$ cat src/rtl/pending_encoder_8_3.sv
// Registered priority encoder: captures request edges into a sticky
// pending set and drains them highest-index first over valid/ready.
module pending_encoder_8_3 #(
   parameter int W = 3
) (
   input  logic             clk,
   input  logic             reset_n,
   input  logic             en,
   input  logic [2**W-1:0]  req,
   input  logic             ready,
   output logic [W-1:0]     code_out,
   output logic             valid,
   output logic [2**W-1:0]  pending,
   output logic             lost
);

   localparam int N = 2**W;

   logic [N-1:0] req_q, req_d;
   logic [N-1:0] pend_q, pend_d;
   logic [W-1:0] code_q, code_d;
   logic         valid_q, valid_d;
   logic         lost_q, lost_d;

   logic [N-1:0] rise;
   logic [N-1:0] clr;
   logic [W-1:0] hi;
   logic         free;
   logic         load;

   // Ascending scan so the last hit is the highest set index.
   always_comb begin
      hi = '0;
      for (int i = 0; i < N; i++) begin
         if (pend_q[i]) hi = W'(i);
      end
   end

   always_comb begin
      rise    = req & ~req_q & {N{en}};
      free    = ~valid_q | ready;
      load    = free & (|pend_q);
      clr     = '0;
      code_d  = code_q;
      valid_d = valid_q;
      req_d   = req;
      if (load) begin
         clr[hi] = 1'b1;
         code_d  = hi;
         valid_d = 1'b1;
      end else if (free) begin
         valid_d = 1'b0;
      end
      // A new edge wins over the clear, so that code is presented again.
      pend_d = (pend_q & ~clr) | rise;
      lost_d = |(rise & pend_q & ~clr);
   end

   always_ff @(posedge clk or negedge reset_n) begin
      if (!reset_n) begin
         req_q   <= '0;
         pend_q  <= '0;
         code_q  <= '0;
         valid_q <= 1'b0;
         lost_q  <= 1'b0;
      end else begin
         req_q   <= req_d;
         pend_q  <= pend_d;
         code_q  <= code_d;
         valid_q <= valid_d;
         lost_q  <= lost_d;
      end
   end

   assign code_out = code_q;
   assign valid    = valid_q;
   assign pending  = pend_q;
   assign lost     = lost_q;

endmodule

$ cat config.mk
export PLATFORM = sky130hd
export DESIGN_NAME = pending_encoder_8_3
export DESIGN_NICKNAME = d
export VERILOG_FILES = /design/src/rtl/pending_encoder_8_3.sv
export SDC_FILE = /design/constraint.sdc
export NUM_CORES = 1
export LEC_CHECK = 0
export BUFFER_PORTS_ARGS = -buffer_cell sky130_fd_sc_hd__buf_4
export CORE_ASPECT_RATIO = 0.6
export CORE_MARGIN = 2
export CORE_UTILIZATION = 40
export CTS_CLUSTER_DIAMETER = 40
export DETAILED_ROUTE_END_ITERATION = 8
export PLACE_DENSITY = 0.64
export REMOVE_ABC_BUFFERS = 1
export SLEW_MARGIN = 25
export SYNTH_ARGS = -nofsm -noshare
export SYNTH_HDL_FRONTEND = slang
export SYNTH_SLANG_ARGS = --single-unit
$ cat constraint.sdc
create_clock -name clk -period 3.51 [get_ports clk]
set_clock_uncertainty 0.1 [all_clocks]
set_input_delay 0.1755 -clock clk [delete_from_list [all_inputs] [get_ports clk]]
set_output_delay 0.1755 -clock clk [all_outputs]
set_load 0.1 [all_outputs]
==> Word level (Yosys, flattened, before mapping) <==
Cells that the tools add are included.
{ "totals": {"romBits": 0, "input_bits": 12, "latchBits": 0, "mem_bits_rw": 0, "n_memories": 0, "elab_cells": 34, "out_inout_bits": 13, "reg_bits": 21} }
{ "classes": {"div": 0, "reduce_logical": 4, "eq_ne": 0, "n_mul": 0, "shift": 0, "mux": 12, "add_sub_neg": 0, "n_lt_le_gt_ge": 2, "bitwise_logic": 11} }
{ "op_table": {"columns": ["cell", "n"], "rows": [
  ["8-bit AND", 5],
  ["3-bit 2-to-1 mux", 6],
  ["8-bit NOT", 2],
  ["8-bit OR reduction", 2],
  ["8-bit 2-to-1 mux", 1],
  ["8-bit bitwise OR", 1],
  ["3-bit by 4-bit < comparator with 1-bit output (second input constant)", 1],
  ["1-bit 2-to-1 mux", 4],
  ["1-bit demux with 3-bit select", 1],
  ["3-bit by 1-bit >= comparator with 1-bit output (second input constant)", 1],
  ["2-bit nonzero test", 1],
  ["1-bit AND", 1],
  ["1-bit logical AND", 1],
  ["1-bit NOT", 1],
  ["1-bit bitwise OR", 1]
]} }

==> Longest topological paths before layout <==
{ "logic_depth": {"depth_word": 15, "ltp_mapped": 5, "mapped_depth_nobuf": 4} }

==> Worst setup path before layout <==
OpenSTA, ideal clock, no wires.
{ "synth_path": {"path_kind": "register to register", "startpoint": "register valid_q (netlist: valid)", "endpoint": "register lost_q (netlist: lost)", "arrival_time_ns": 1.817, "required_ns": 3.340, "n_path_buf": 1, "stages_incl_launch_ff": 6, "setup_time_ns": 0.070, "path_slack_ns": 1.523, "synth_period_minus_slack_ns": 1.987, "cell_sequence": "dfrtp_1 > nand2b_4 > buf_6 > or4_1 > o221a_1 > nand4_1"} }
{ "synth_between": {"elab_chain_len": 7} }
{ "synth_rtl": {"columns": ["element", "line_no", "rtl"], "rows": [
  ["start, declared", "22", "logic valid_q, valid_d;"],
  ["start signal, assigned", "70", "valid_q <= valid_d;"],
  ["1-bit NOT", "41", "free = ~valid_q | ready;"],
  ["1-bit bitwise OR", "41", null],
  ["1-bit AND", "42", "load = free & (|pend_q);"],
  ["8-bit 2-to-1 mux", "47", "if (load) begin"],
  ["8-bit NOT", "56", "lost_d = |(rise & pend_q & ~clr);"],
  ["8-bit AND", "56", null],
  ["8-bit OR reduction", "56", null],
  ["via lost_d", "23", "logic lost_q, lost_d;"],
  ["end signal, assigned", "71", "lost_q <= lost_d;"],
  ["end, declared", "23", null]
]} }
The timed path passes the listed nets, and every way through them passes these cells.
A chain may end at the register's enable or synchronous reset.

==> Worst setup path after layout <==
{ "layout_path": {"startpoint": "register pend_q[4] (netlist: pending[4])", "endpoint": "register lost_q (netlist: lost)"} }
{ "layout_between": {"elab_chain_len": 12, "elab_cells_between_ends": 16, "cone_classes": "order compare (2); mux (7); bitwise (4); reduce/logical (3)"} }
{ "layout_rtl": {"columns": ["element", "line_no", "rtl"], "rows": [
  ["start, declared", "20", "logic [N-1:0] pend_q, pend_d;"],
  ["start signal, assigned", "68", "pend_q <= pend_d;"],
  ["3-bit 2-to-1 mux (4 in series)", "35", "if (pend_q[i]) hi = W'(i);"],
  ["3-bit by 4-bit < comparator with 1-bit output (not written as such) or 3-bit by 1-bit >= comparator with 1-bit output (tied branches)", "48", "clr[hi] = 1'b1;"],
  ["1-bit logical AND (not written as such)", "48", null],
  ["1-bit 2-to-1 mux (not written as such)", "48", null],
  ["1-bit demux with 3-bit select", "48", null],
  ["8-bit 2-to-1 mux", "47", null],
  ["8-bit NOT", "56", null],
  ["8-bit AND *", "56", null],
  ["8-bit OR reduction *", "56", null],
  ["via lost_d", "23", null]
]} }
The timed path passes the listed nets; every way through them passes the cells marked *.

==> flow_summary.yaml <==
grt:
  antenna_found_initial: 0
  grt_pass1_vias: 645
  track_usage: 0.172
  grt-ovfl-total: 0
  grt_max_degree: 22
  grt_pass1_wl_mm: 3.18
clock_tree:
  cts_hold_buf: 9
  cts_setup_buffers: 0
  clk_latency_ns: 0.26
  cts_tree: "built"
  cts-root-buf: "clkbuf_8"
  cts_resized: 0
  clock_sinks: 21
  clk_pin_slew_ns: 0.07
  numCtsBuffers: 3
  cts_buffer_depth: 2
  htree_levels: 1
logic_synthesis:
  ys_warn_count: 0
  synth.avg_cell_area_um2: 10.9
  synth-edff-count: 0
  syn_area_um2: 905
  synthTopCellsByArea: "dfrtp_1 (58%), nand3b_1 (5.0%), o21ai_0 (3.3%)"
  synthFlopType: "dfrtp_1"
  ys_types: 30
  ys_seq_area_frac: 0.581
  syn_inst: 83
  synth_top_area_frac: 0.581
  synth_common_cells: "dfrtp_1 (21), nand2_1 (8)"
  synth_top_area_cell: "dfrtp_1"
  ys_seq_elements: 21
  async_flop_share: 1.00
  post-synth-top-count-cell: "dfrtp_1"
floorplanning:
  die_x_um: 65.4
  design.core.area_um2: 2150
  ioPinCount: 25
  die_h_um: 40.8
  fp.dieArea_um2: 2670
  rows: 13
  start_util: 0.421
route:
  via_per_inst: 5.07
  wl_mm: 1.99
  vias: 750
  dr.pass1.iters: 4
  drc_errors: 0
  drtAntennaViolNets: 0
  drt_iter0_drc: 19
  drt-wirelength-per-cell_um: 13.4
finish:
  design_area_um2: 1240
  fin_util: 0.579
  n_antenna_cell: 0
  drive_gt1_frac: 0.288
  layout.nets: 131
  instances_no_fill: 148
  area_growth_pct: 37.3
place:
  dp_cells: 135
  gp_congestion: 0.796
  place_hpwl_mm: 1.42
  place_area_um2: 1110
  placement.io_buffers: 24
sta:
  max_slew_margin: 0.723
  fin_crit_ns: 1.58
  fin_setup_tns_ns: 0
  tightest_slew_ns: 0.412
  final_max_slew_viol_count: 0
  rsz0062_at_grt: "false"
  setup_viol: 0
  hold_viol: 0
  min_period_over_period: 0.451
  max_clock_freq_ghz: 0.632
power:
  peakVddDrop_mv: 0.334
  p_per_area_nw_per_um2: 696
  p_total_uw: 865
  leakagePower_uw: 0.000563
critical_path:
  critPathMaxFanout: 5
  path_class: "reg -> reg"
  critPathRequiredTime_ns: 3.54
  startpoint_type: "flip-flop"
  critPathArrivalTime_ns: 1.62
  worst_setup_path_end_kind: "flip-flop"
job:
  drv_cap: 0
run_status:
  status: "complete, no violations"
min_path:
  hold_path.class: "in -> reg"
-- critical path: stages (launching register included) --
cell	delay, ns
dfrtp_1	0.46
nor4_1	0.43
nand3_1	0.17
o21ai_0	0.18
nand4_1	0.12
-- flip-flops by register name (all words and copies together) (netlist names) --
signal	count
code_out	3
lost	1
pending	8
req_q	8
valid	1
-- final timing paths --
path                                           start                 endpoint  slack, ns  cells after the start
worst max-delay path            pending[4]$_DFF_PN0_           lost$_DFF_PN0_       1.93                      4
worst min-delay path                              en     pending[1]$_DFF_PN0_       0.14                      2
worst max register to register  pending[4]$_DFF_PN0_           lost$_DFF_PN0_       1.93                      4
worst min register to register    req_q[7]$_DFF_PN0_     pending[7]$_DFF_PN0_       0.35                      1
max in group asynchronous                    reset_n           lost$_DFF_PN0_       2.86                      2
min in group asynchronous                    reset_n  code_out[0]$_DFFE_PN0N_       0.23                      2
-- cell families after synthesis --
group                  share of synthesized area
buffers and inverters                     0.0470
AO/OA/AOI/OAI                              0.145
AND/OR/NAND/NOR                            0.227
flip-flops                                 0.581
-- where the power goes --
group	leakage, µW	total, µW	switching, µW	internal, µW
sequential	0.000236	318	40.6	277
clock	0.0000255	159	79.4	79.2
combinational	0.000301	389	301	88.1
-- placed cells by master, fill, tap and decap left out, drive strengths merged, types with 2 or more instances in the layout --
cell / n
o21ai: 6
a31oi: 3
nand3b: 6
a21oi: 3
nand2: 8
nor2: 6
nor4: 3
nand2b: 2
nand3: 2
dfrtp: 21
buf: 24
clkbuf: 3
dlygate4sd3: 9
inv: 7
-- routing by layer --
layer / up-vias / wire length (µm) / track usage
met1: 350 / 1060 / 0.243
met5: - / 0 / 0
met3: 2 / 126 / 0.0687
met2: 31 / 787 / 0.247
met4: 0 / 13 / 0.0469
li1: 367 / - / -
-- per-stage QoR --
| stage | hold slack, ns | setup WS [ns] |
|---|---|---|
| floorplan | -0.220 | 1.55 |
| global placement | -0.0253 | 1.92 |
| detailed placement | -0.0241 | 1.94 |
| CTS | 0.134 | 1.92 |
| global route | 0.142 | 1.79 |
| finish | 0.138 | 1.93 |
-- cell type report --
type / count / area [µm²]
fill: 197 / 905
sequential: 21 / 526
multi-input combinational: 53 / 337
timing repair buffer: 33 / 270
clock buffer: 3 / 41.3
tap: 30 / 37.5
inverter: 7 / 26.3
clock inverter: 1 / 5.00
No activity file was read; power rests on OpenSTA's default activity.
